--- config.mk ---
export PLATFORM = sky130hd
export DESIGN_NAME = lsu_mem_initiator
export DESIGN_NICKNAME = d
export VERILOG_FILES = /design/src/rtl/lsu_mem_initiator_pkg.sv /design/src/rtl/lsu_rsp_reg.sv /design/src/rtl/lsu_mem_initiator.sv
export SDC_FILE = /design/constraint.sdc
export NUM_CORES = 1
export LEC_CHECK = 0
export BUFFER_PORTS_ARGS = -buffer_cell sky130_fd_sc_hd__buf_4
export CAP_MARGIN = 0
export CORE_MARGIN = 2
export CORE_UTILIZATION = 45
export CTS_CLUSTER_DIAMETER = 120
export DETAILED_ROUTE_END_ITERATION = 8
export MAX_ROUTING_LAYER = met4
export PLACE_DENSITY = 0.79
export SYNTH_ARGS = -nofsm -noshare
export SYNTH_HDL_FRONTEND = slang
export SYNTH_SLANG_ARGS = --single-unit
export TNS_END_PERCENT = 1
--- constraint.sdc ---
create_clock -name clk -period 2.8 [get_ports clk]
set_clock_uncertainty 0.1 [all_clocks]
set_input_delay 0.56 -clock clk [delete_from_list [all_inputs] [get_ports clk]]
set_output_delay 0.56 -clock clk [all_outputs]
set_load 0.01 [all_outputs]
--- src/rtl/lsu_mem_initiator_pkg.sv ---
// Shared constants and state encoding for the load/store initiator,
// also used by the data memory and core for matching bus widths.
package lsu_mem_initiator_pkg;

  localparam int unsigned LSU_ADDR_W = 16;
  localparam int unsigned LSU_DATA_W = 16;
  localparam int unsigned LSU_LEN_W  = 3;

  typedef enum logic [1:0] {
    S_IDLE  = 2'd0,
    S_WRITE = 2'd1,
    S_READ  = 2'd2,
    S_DRAIN = 2'd3
  } lsu_state_e;

endpackage

--- src/rtl/lsu_rsp_reg.sv ---
// One-entry read response register; issue_o tells the reader a new beat
// may be captured this cycle without overwriting an unconsumed one.
module lsu_rsp_reg #(
  parameter int unsigned DATA_W = 16
) (
  input  logic              clk,
  input  logic              rst_n,
  input  logic              load_i,
  input  logic [DATA_W-1:0] data_i,
  input  logic              last_i,
  input  logic              ready_i,
  output logic              valid_o,
  output logic [DATA_W-1:0] data_o,
  output logic              last_o,
  output logic              issue_o
);

  logic              valid_q;
  logic [DATA_W-1:0] data_q;
  logic              last_q;

  assign issue_o = !valid_q || ready_i;
  assign valid_o = valid_q;
  assign data_o  = data_q;
  assign last_o  = last_q;

  always_ff @(posedge clk or negedge rst_n) begin
    if (!rst_n) begin
      valid_q <= 1'b0;
      data_q  <= '0;
      last_q  <= 1'b0;
    end else if (load_i) begin
      valid_q <= 1'b1;
      data_q  <= data_i;
      last_q  <= last_i;
    end else if (valid_q && ready_i) begin
      valid_q <= 1'b0;
      last_q  <= 1'b0;
    end
  end

endmodule

--- src/rtl/lsu_mem_initiator.sv ---
// Load/store initiator: turns single/burst requests into single-port memory
// accesses, returning read data through a backpressured response register.
module lsu_mem_initiator
  import lsu_mem_initiator_pkg::*;
#(
  parameter int unsigned ADDR_W = LSU_ADDR_W,
  parameter int unsigned DATA_W = LSU_DATA_W,
  parameter int unsigned LEN_W  = LSU_LEN_W
) (
  input  logic              clk,
  input  logic              rst_n,
  input  logic              req_valid,
  output logic              req_ready,
  input  logic              req_we,
  input  logic [ADDR_W-1:0] req_addr,
  input  logic [LEN_W-1:0]  req_len,
  input  logic              wr_valid,
  output logic              wr_ready,
  input  logic [DATA_W-1:0] wr_data,
  output logic              rsp_valid,
  input  logic              rsp_ready,
  output logic [DATA_W-1:0] rsp_data,
  output logic              rsp_last,
  output logic              done,
  output logic              busy,
  output logic [ADDR_W-1:0] mem_access_addr,
  output logic [DATA_W-1:0] mem_write_data,
  output logic              mem_write_en,
  output logic              mem_read,
  input  logic [DATA_W-1:0] mem_read_data
);

  lsu_state_e        state_q;
  logic [ADDR_W-1:0] cur_addr_q;
  logic [LEN_W-1:0]  cnt_q;
  logic              done_q;
  logic              issue;
  logic              rd_load;

  assign rd_load = (state_q == S_READ) && issue;

  lsu_rsp_reg #(
    .DATA_W(DATA_W)
  ) u_rsp_reg (
    .clk    (clk),
    .rst_n  (rst_n),
    .load_i (rd_load),
    .data_i (mem_read_data),
    .last_i (cnt_q == '0),
    .ready_i(rsp_ready),
    .valid_o(rsp_valid),
    .data_o (rsp_data),
    .last_o (rsp_last),
    .issue_o(issue)
  );

  assign req_ready       = (state_q == S_IDLE);
  assign busy            = (state_q != S_IDLE);
  assign wr_ready        = (state_q == S_WRITE);
  assign mem_write_en    = (state_q == S_WRITE) && wr_valid;
  assign mem_write_data  = (state_q == S_WRITE) ? wr_data : '0;
  assign mem_read        = rd_load;
  assign mem_access_addr = cur_addr_q;
  assign done            = done_q;

  // cnt_q holds beats remaining minus one, so zero marks the final beat.
  always_ff @(posedge clk or negedge rst_n) begin
    if (!rst_n) begin
      state_q    <= S_IDLE;
      cur_addr_q <= '0;
      cnt_q      <= '0;
      done_q     <= 1'b0;
    end else begin
      done_q <= 1'b0;
      case (state_q)
        S_IDLE: begin
          if (req_valid) begin
            cur_addr_q <= req_addr;
            cnt_q      <= req_len;
            state_q    <= req_we ? S_WRITE : S_READ;
          end
        end
        S_WRITE: begin
          if (wr_valid) begin
            cur_addr_q <= cur_addr_q + 1'b1;
            cnt_q      <= cnt_q - 1'b1;
            if (cnt_q == '0) begin
              state_q <= S_IDLE;
              done_q  <= 1'b1;
            end
          end
        end
        S_READ: begin
          if (issue) begin
            cur_addr_q <= cur_addr_q + 1'b1;
            cnt_q      <= cnt_q - 1'b1;
            if (cnt_q == '0) state_q <= S_DRAIN;
          end
        end
        S_DRAIN: begin
          if (rsp_ready) begin
            state_q <= S_IDLE;
            done_q  <= 1'b1;
          end
        end
        default: state_q <= S_IDLE;
      endcase
    end
  end

endmodule

==> flow_summary_export.csv, run 1 <==
group,metric,value,unit
logic_synthesis,synth_edf_count,0,
global_routing,grt_antenna_before_repair,0,
setup_path,arrival,1670,ps
layout,syn_to_final_growth,43.35,%
logic_synthesis,syn_nets,298,
clocking,ctsRootBufferMaster,"clkbuf_8",
setup_path,rr_worst_depth,6,
timing,setup_tns,0,ps
setup_path,critPathKind,"flop to output port",
floorplan,die_h,75.41,microns
timing,tightestPinTransition,540.9,ps
floorplan,io_pins,113,
layout,fillCellCount,424,
clocking,cts.sinks,40,
layout,final_area,3289,sq um
logic_synthesis,yosysSeqAreaShare,0.4362,
global_routing,grt_start_max_net_pins,41,
run,cap_violations,0,
logic_synthesis,ys.flop_type,"dfrtp_1",
logic_synthesis,yosysWarnings,0,
global_routing,grt_pass1_wl,9080,microns
clocking,cts_setup_buffers,0,
setup_path,cp.required,2140,ps
route,wire_per_inst,14.37,microns
route,post-route-drc-count,0,
clocking,htree_levels,2,
power,finalPower,4047,uW
placed_design,place_area,3173,sq um
route,drt_iter0_markers,88,
logic_synthesis,synth.largest_area_cell,"dfrtp_1",
setup_path,r2r_start,"state_q[1]$_DFFE_PN0P_",
placed_design,hpwl,4459,microns
route,ant_nets,0,
setup_path,worstSetupStartpointType,"flop",
floorplan,die_x,75.41,microns
placed_design,port_buffers,112,
timing,relSlewSlack,0.6361,
run_status,status,"finished clean",
logic_synthesis,synth_top_area_share,0.4362,
clocking,cts_buffers,5,
route,first_pass_iters,4,
timing,holdWs,129.4,ps
global_routing,overflow,0,
logic_synthesis,syn-cell-area,2295,sq um
clocking,clockBufferDepth,2,
min_path,hold_class,"input pin to async pin",
timing,fmax,0.4288,GHz
global_routing,grt_pass1_vias,1976,
layout,multiInputGateArea,1172,sq um
setup_path,end_kind,"output port",
setup_path,cp_max_fo,20,
logic_synthesis,yosys-top-cells-area,"dfrtp_1 44%, mux2_2 8.3%, ha_1 4.9%, and2_1 4.6%, a21oi_1 4.6%",
route,wl,5905,microns
floorplan,start_util,0.4764,
floorplan,fp.dieArea,5687,sq um
timing,finalCritPeriodShare,0.8329,
clocking,clk_latency,300,ps
timing,setup_viol,0,
logic_synthesis,async_flop_share,1.000,
setup_path,rrSetupSlack,510,ps
layout,drive_above_1_share,0.4273,
logic_synthesis,synthCells,232,
logic_synthesis,synth_common_cells,"40 x dfrtp_1, 21 x a21oi_1, 17 x and2_1, 17 x mux2_2, 14 x nand2_1",
logic_synthesis,synth_most_common_cell,"dfrtp_1",
timing,drv_slew,0,
timing,rsz0062_at_grt,"no",
power,peakVddDrop,806.2,uV
layout,seq_area,1001,sq um
logic_synthesis,synth_seq_cells,40,
clocking,cts_tree,"yes",
timing,min_period,2332,ps
layout,antenna_cells,0,
layout,final_nets,409,
logic_synthesis,synth_cell_types,39,
power,leakage,0.001597,uW
clocking,clkTransAtPathRegs,80,ps
placed_design,gp_congestion,0.8659,
route,via_count,2169,
logic_synthesis,avgSynthCellArea,9.891,sq um
floorplan,core,4817,sq um
power,p_per_area,1230,nW/um^2
clocking,ctsResizeCount,0,
route,via_per_inst,5.277,
clocking,cts_hold_buf,0,
setup_path,worstSetupStartpoint,"state_q[1]$_DFFE_PN0P_",
timing,final_hold_viol_count,0,
floorplan,rows,25,
global_routing,grtUsageTotal,0.2144,
setup_path,r2r-end,"cnt_q[2]$_DFFE_PN0P_",
==> worst max-delay path by stage <==
stage / to / slack [ps]
2_1_floorplan: mem_read / 820
3_3_place_gp: cnt_q[2]$_DFFE_PN0P_ / 630
3_5_place_dp: cnt_q[2]$_DFFE_PN0P_ / 510
4_1_cts: mem_write_en / 440
5_1_grt: cnt_q[2]$_DFFE_PN0P_ / 310
6_report: mem_write_en / 470
==> power breakdown <==
part | total [uW] | switching, uW | internal [uW]
registers | 1180 | 294 | 883
logic | 2390 | 1200 | 1190
clock network | 481 | 213 | 268
total | 4050 | 1710 | 2340
==> metrics by stage <==
| stage | std cells | utilization | setup slack (ps) |
|---|---|---|---|
| finish | 411 | 0.6829 | 467.9 |
| detailed placement | 403 | 0.6587 | 506.0 |
| CTS | 411 | 0.6829 | 442.2 |
| global placement | 403 | 0.6587 | 627.0 |
| floorplan | 232 | - | 821.4 |
| global route | 411 | 0.6829 | 307.1 |
==> flip-flops by register name (all words and copies together) (netlist names) <==
register	count
mem_access_addr	16
u_rsp_reg.last_o	1
u_rsp_reg.valid_o	1
u_rsp_reg.data_o	16
state_q	2
done	1
cnt_q	3
==> kinds of logic after synthesis <==
| kind of cell | synth area share |
|---|---|
| AND/OR/NAND/NOR | 0.1919 |
| AO/OA/AOI/OAI | 0.1559 |
| flip-flops | 0.4362 |
| buffers and inverters | 0.05288 |
| multiplexers | 0.1140 |
| adder cells (fa/ha/maj) | 0.04907 |
==> layout make-up <==
cell class                 instances  share of cell area
multi-input combinational        168              0.3564
tap                               67             0.02549
clock inverter                     3             0.01445
timing repair buffer             116              0.2647
clock buffer                       5             0.02092
sequential                        40              0.3043
inverter                          12             0.01369
==> critical path, stage by stage (launching register included) <==
cell	delay, ps
dfrtp_1	420
inv_1	130
ha_1	470
and2_1	230
buf_4	130
==> layer usage <==
metal / track usage / vias up / wire length (microns) / part of all wire
li1: - / 1060 / - / -
met1: 0.2582 / 1001 / 2412 / 0.41
met2: 0.3614 / 104 / 2930 / 0.50
met3: 0.06349 / 4 / 536 / 0.091
met4: 0.03899 / 0 / 25 / 0.0042
met5: - / - / 0 / 0
==> placed cells by master (no fill, tap or decap), drive strengths merged, types with 2 or more instances in the layout <==
master and instances:
and4 2, a22o 2, o21ai 13, nor2 7, or2 3, clkinv 2, nor3 4, nand2 14
nand4 8, nand2b 3, nor4 3, mux2i 7, buf 116, clkbuf 5, nor2b 4, dfrtp 40
nand3 10, o22ai 9, o31ai 2, inv 12, a2bb2oi 2, mux2 17, a21oi 21, and3 2
and2 17, ha 9
No activity file was read; power rests on OpenSTA's default activity.
==> run 2: changes to the inputs <==
--- a/config.mk
+++ b/config.mk
@@ -5,14 +5,15 @@
 export SDC_FILE = /design/constraint.sdc
 export NUM_CORES = 1
 export LEC_CHECK = 0
+export ABC_AREA = 1
 export BUFFER_PORTS_ARGS = -buffer_cell sky130_fd_sc_hd__buf_4
 export CAP_MARGIN = 0
 export CORE_MARGIN = 2
-export CORE_UTILIZATION = 45
+export CORE_UTILIZATION = 43
 export CTS_CLUSTER_DIAMETER = 120
 export DETAILED_ROUTE_END_ITERATION = 8
 export MAX_ROUTING_LAYER = met4
-export PLACE_DENSITY = 0.79
+export PLACE_DENSITY = 0.77
 export SYNTH_ARGS = -nofsm -noshare
 export SYNTH_HDL_FRONTEND = slang
 export SYNTH_SLANG_ARGS = --single-unit
==> constraint.sdc (replaced) <==
create_clock -name clk -period 2 [get_ports clk]
set_clock_uncertainty 0.1 [all_clocks]
set_input_delay 0.4 -clock clk [delete_from_list [all_inputs] [get_ports clk]]
set_output_delay 0.4 -clock clk [all_outputs]
set_load 0.01 [all_outputs]
==> flow_summary_export.csv, run 2 <==
group,metric,value,unit
run_status,status,"finished clean",
floorplan,io_pins,113,
floorplan,start_util,0.4487,
layout,final_cell_mix,"144 x nand2_1, 117 x buf_4, 43 x inv_1",
placed_design,hpwl,4906,microns
floorplan,die_h,80.27,microns
clocking,clockBufferDepth,2,
layout,layout_commonest_cell,"nand2_1",
setup_path,end_kind,"output port",
global_routing,grt_start_max_net_pins,41,
layout,drive_above_1_share,0.3255,
setup_path,cp_max_fo,17,
setup_path,worstSetupStartpointType,"flop",
logic_synthesis,ys.flop_type,"dfrtp_1",
clocking,ctsRootBufferMaster,"clkbuf_8",
floorplan,die_x,80.27,microns
global_routing,grtUsageTotal,0.2184,
power,p_per_area,1617,nW/um^2
logic_synthesis,yosysSeqAreaShare,0.4002,
clocking,cts_tree,"yes",
timing,tightestPinTransition,535.4,ps
route,first_pass_iters,6,
power,finalPower,5767,uW
floorplan,core,5574,sq um
logic_synthesis,syn-cell-area,2501,sq um
logic_synthesis,synthCells,355,
global_routing,grt_pass1_wl,10890,microns
layout,fillCellCount,484,
timing,setup_viol,0,
setup_path,rrSetupSlack,250,ps
route,wire_per_inst,12.11,microns
logic_synthesis,synth_seq_cells,40,
clocking,clkTransAtPathRegs,80,ps
setup_path,cp.required,1500,ps
clocking,clk_latency,290,ps
logic_synthesis,synth_common_cells,"144 x nand2_1, 45 x inv_1, 40 x dfrtp_1",
clocking,cts_buffers,5,
power,leakage,0.002064,uW
logic_synthesis,yosysWarnings,0,
floorplan,rows,27,
setup_path,critPathKind,"flop to output port",
min_path,hold_class,"input pin to flop",
route,post-route-drc-count,0,
route,wl,6562,microns
timing,setup_tns,0,ps
layout,antenna_cells,0,
placed_design,gp_congestion,0.8586,
logic_synthesis,synth.largest_area_cell,"dfrtp_1",
timing,finalCritPeriodShare,0.9688,
layout,syn_to_final_growth,42.57,%
route,via_count,2566,
logic_synthesis,avgSynthCellArea,7.045,sq um
clocking,htree_levels,2,
route,drt_iter0_markers,131,
floorplan,fp.dieArea,6442,sq um
timing,min_period,1938,ps
logic_synthesis,synth_cell_types,31,
global_routing,grt_antenna_before_repair,0,
global_routing,grt_pass1_vias,2537,
clocking,cts.sinks,40,
setup_path,arrival,1440,ps
logic_synthesis,yosys-top-cells-area,"dfrtp_1 40%, nand2_1 22%, inv_1 6.8%, nor2_1 4.8%, ha_1 4.5%",
setup_path,worstSetupStartpoint,"state_q[1]$_DFFE_PN0P_",
run,cap_violations,0,
setup_path,rr_worst_depth,6,
timing,final_hold_viol_count,0,
layout,multiInputGateArea,1254,sq um
placed_design,port_buffers,112,
logic_synthesis,synth_most_common_cell,"nand2_1",
timing,drv_slew,0,
power,peakVddDrop,754.6,uV
setup_path,r2r_start,"state_q[0]$_DFFE_PN0P_",
route,via_per_inst,4.734,
timing,relSlewSlack,0.6431,
min_path,hp-start,"mem_read_data[1]",
logic_synthesis,synth_edf_count,0,
global_routing,overflow,0,
route,ant_nets,0,
logic_synthesis,async_flop_share,1.000,
logic_synthesis,syn_nets,421,
min_path,holdPathStages,3,
layout,final_nets,536,
logic_synthesis,synth_top_area_share,0.4002,
layout,seq_area,1002,sq um
timing,fmax,0.5161,GHz
[run 2: changes by cell type in the layout (fill, tap and decap cells not counted), sizes merged, moves of 6 or more]
cell,previous run,this run
and2,17,0
o22ai,9,1
nor2,7,38
nand2,14,149
inv,12,48
mux2i,7,1
nand3,10,21
mux2,17,0
a21oi,21,4
nand4,8,2
[run 2: critical path, stage by stage (launching register included)]
cell and delay, ps:
dfrtp_1 420, buf_4 150, ha_2 190, nand2_4 80, clkinv_4 120, buf_4 170
[run 2: what timing repair did]
action / 4_1_cts / 5_1_grt
gates resized for setup: 4 / 7
hold endpoints to repair: 20 / 0
pin swaps: 0 / 1
buffers inserted: 0 / 2
endpoints found under the setup margin: 17 / 17
hold buffers: 1 / 0
[run 2: path summary, 6_finish.rpt]
kind	endpoint
max	mem_read
min	u_rsp_reg.data_o[1]$_DFFE_PN0P_
max reg2reg	mem_access_addr[0]$_DFFE_PN0P_
min reg2reg	u_rsp_reg.data_o[7]$_DFFE_PN0P_
max in group asynchronous	state_q[0]$_DFFE_PN0P_
min in group asynchronous	u_rsp_reg.data_o[4]$_DFFE_PN0P_
[run 2: per-stage QoR]
stage / util / worst slack (ps) / cell area (sq um) / cells / hold WS, ps
2_1_floorplan: - / 204.1 / 2501 / 355 / 4.409
3_3_place_gp: 0.6067 / 310.2 / 3382 / 532 / 315.2
3_5_place_dp: 0.6067 / 231.5 / 3382 / 532 / 313.7
4_1_cts: 0.6337 / -2.940 / 3532 / 540 / 191.4
5_1_grt: 0.6397 / -4.127 / 3566 / 542 / 196.6
6_report: 0.6397 / 62.50 / 3566 / 542 / 194.8
[run 2: layout make-up]
class,instances,share of cell area
Clock buffer,5,0.01930
Clock inverter,2,0.01684
Inverter,49,0.05368
Multi-Input combinational cell,255,0.3516
Sequential cell,40,0.2811
Tap cell,72,0.02526
Timing Repair Buffer,119,0.2523
[run 2: logic make-up after synthesis]
group | after synthesis | share of synthesized area
AND/OR/NAND/NOR | 212 | 0.3577
flip-flops | 40 | 0.4002
multiplexers | 1 | 0.004002
AO/OA/AOI/OAI | 28 | 0.06903
XOR/XNOR | 5 | 0.01751
adder cells (fa/ha/maj) | 9 | 0.04502
buffers and inverters | 60 | 0.1066
[run 2: power breakdown]
group	internal, uW	switching (uW)	total (uW)
clock network	491	283	774
logic	1450	1890	3340
registers	1220	428	1650
[run 2: layer usage]
metal | wire length, microns | track usage | vias to the layer above
met4 | 95 | 0.06949 | 0
met1 | 2784 | 0.2560 | 1169
met2 | 3324 | 0.3867 | 84
li1 | - | - | 1305
met3 | 357 | 0.03034 | 8
met5 | 0 | - | -
==> run 3: changes to the inputs <==
--- a/config.mk
+++ b/config.mk
@@ -6,10 +6,10 @@
 export NUM_CORES = 1
 export LEC_CHECK = 0
 export ABC_AREA = 1
-export BUFFER_PORTS_ARGS = -buffer_cell sky130_fd_sc_hd__buf_4
-export CAP_MARGIN = 0
+export BUFFER_PORTS_ARGS = -buffer_cell sky130_fd_sc_hd__clkbuf_2
+export CAP_MARGIN = 20
 export CORE_MARGIN = 2
-export CORE_UTILIZATION = 43
+export CORE_UTILIZATION = 45
 export CTS_CLUSTER_DIAMETER = 120
 export DETAILED_ROUTE_END_ITERATION = 8
 export MAX_ROUTING_LAYER = met4
==> constraint.sdc (replaced) <==
create_clock -name clk -period 2.02 [get_ports clk]
set_clock_uncertainty 0.1 [all_clocks]
set_input_delay 0.404 -clock clk [delete_from_list [all_inputs] [get_ports clk]]
set_output_delay 0.404 -clock clk [all_outputs]
set_load 0.01 [all_outputs]
==> flow_summary_export.csv, run 3 (synthesis results as in run 2) <==
group,metric,value,unit
run_status,status,"finished clean",
timing,setup_viol,0,
timing,final_hold_viol_count,0,
power,p_per_area,1608,nW/um^2
floorplan,io_pins,113,
setup_path,path_buf_inv,3,
global_routing,grt_pass1_vias,2540,
power,leakage,0.001968,uW
layout,syn_to_final_growth,29.66,%
layout,drive_above_1_share,0.3248,
clocking,clk_latency,300,ps
min_path,hold_class,"input pin to async pin",
layout,fillCellCount,518,
power,sequentialPowerShare,0.311,
floorplan,die_x,78.55,microns
power,switching_share,0.4914,
floorplan,die_h,78.55,microns
route,wire_per_inst,11.60,microns
setup_path,worstSetupStartpointType,"flop",
timing,finalCritPeriodShare,0.9422,
global_routing,grt_pass1_wl,11210,microns
power,power.internal,2652,uW
timing,setup_tns,0,ps
placed_design,pre_cts_slack,237.4,ps
floorplan,core,5439,sq um
placed_design,hpwl,4822,microns
route,ant_nets,0,
route,wl_met2,3122,microns
timing,rsz0062_at_grt,"no",
timing,tightestPinTransition,530.5,ps
timing,min_period,1903,ps
global_routing,overflow,0,
setup_path,cp_slowest_stage_delay,460,ps
setup_path,end_kind,"output port",
placed_design,place_area,3117,sq um
route,highest_layer,"met4",
clocking,ctsRootBufferMaster,"clkbuf_8",
route,post-route-drc-count,0,
route,drt_iter0_markers,130,
setup_path,critical-path-slowest-cell,"dfrtp_2",
global_routing,grt_antenna_before_repair,0,
layout,antenna_cells,0,
timing,relSlewSlack,0.6463,
power,clkPwrFrac,0.110,
route,met3_length,397,microns
placed_design,port_buffers,112,
layout,seq_area,1002,sq um
clocking,htree_levels,2,
floorplan,fp.dieArea,6170,sq um
layout,final_cell_mix,"144 x nand2_1, 112 x clkbuf_2, 44 x inv_1",
route,via_count,2578,
route,first_pass_iters,4,
power,comb_power_share,0.579,
floorplan,rows,27,
clocking,cts_buffers,5,
setup_path,crit_chain,"inv_1, ha_1, nand2_2, inv_2, clkbuf_2",
clocking,clockBufferDepth,2,
setup_path,arrival,1400,ps
clocking,cts_tree,"yes",
timing,fmax,0.5254,GHz
power,peakVddDrop,806.0,uV
route,wl,6299,microns
setup_path,cp_top_family,"flip-flops",
setup_path,cp_max_fo,5,
run,cap_violations,0,
timing,drv_slew,0,
layout,layout_commonest_cell,"nand2_1",
power,p_switching,2563,uW
setup_path,critPathKind,"flop to output port",
route,wl_met1,2685,microns
timing,setup_slack,116.7,ps
layout,final_area,3243,sq um
global_routing,grtUsageTotal,0.2302,
clocking,cts.sinks,40,
setup_path,cp.required,1520,ps
layout,final_util,0.5963,
layout,final_nets,536,
clocking,clkTransAtPathRegs,80,ps
placed_design,gp_congestion,0.8590,
layout,multiInputGateArea,1246,sq um
global_routing,grt_start_max_net_pins,41,
route,via_per_inst,4.748,
floorplan,start_util,0.4599,
==> run 3: power groups by stage <==
stage / clock (uW) / sequential (uW) / combinational [uW]
2_1_floorplan: 0 / 1710 / 1980
3_3_place_gp: 0 / 1610 / 2870
3_5_place_dp: 0 / 1630 / 2990
4_1_cts: 589 / 1610 / 3040
5_1_grt: 624 / 1680 / 3520
6_report: 573 / 1620 / 3020
==> run 3: repair_timing <==
action / in CTS / in global routing
endpoints found under the setup margin: 17 / 13
pin swaps: 0 / 0
resized for setup: 2 / 4
setup buffers: 1 / 0
hold buffers: 0 / 0
==> run 3: final cells by class <==
cell class,count,area share
repair buffers,119,0.1914
clock inverters,2,0.004630
flip-flops and latches,40,0.3090
multi-input cells,255,0.3843
inverters,49,0.05748
well taps,72,0.02778
clock buffers,6,0.02546
==> run 3: final timing paths <==
kind	cells after the start	start	to	slack (ps)
min in group clk	3	mem_read_data[10]	u_rsp_reg.data_o[10]$_DFFE_PN0P_	190
hold reg to reg	2	u_rsp_reg.data_o[4]$_DFFE_PN0P_	u_rsp_reg.data_o[4]$_DFFE_PN0P_	380
setup reg to reg	7	state_q[0]$_DFFE_PN0P_	mem_access_addr[6]$_DFFE_PN0P_	250
max in group asynchronous	2	rst_n	state_q[0]$_DFFE_PN0P_	1380
setup / recovery	5	state_q[0]$_DFFE_PN0P_	mem_read	120
hold / removal	2	rst_n	u_rsp_reg.data_o[4]$_DFFE_PN0P_	50
==> run 3: layer usage <==
metal,up-vias,track usage
met5,-,-
met2,83,0.3829
met1,1178,0.2794
li1,1309,-
met3,8,0.04483
met4,0,0.08246
==> run 3: per-stage QoR <==
stage | hold WS (ps) | instances | total power, uW
floorplan | 8.409 | 355 | 3690
CTS | 78.62 | 543 | 5235
detailed placement | 363.8 | 534 | 4623
finish | 54.81 | 543 | 5215
global route | 98.20 | 543 | 5825
global placement | 361.3 | 534 | 4482
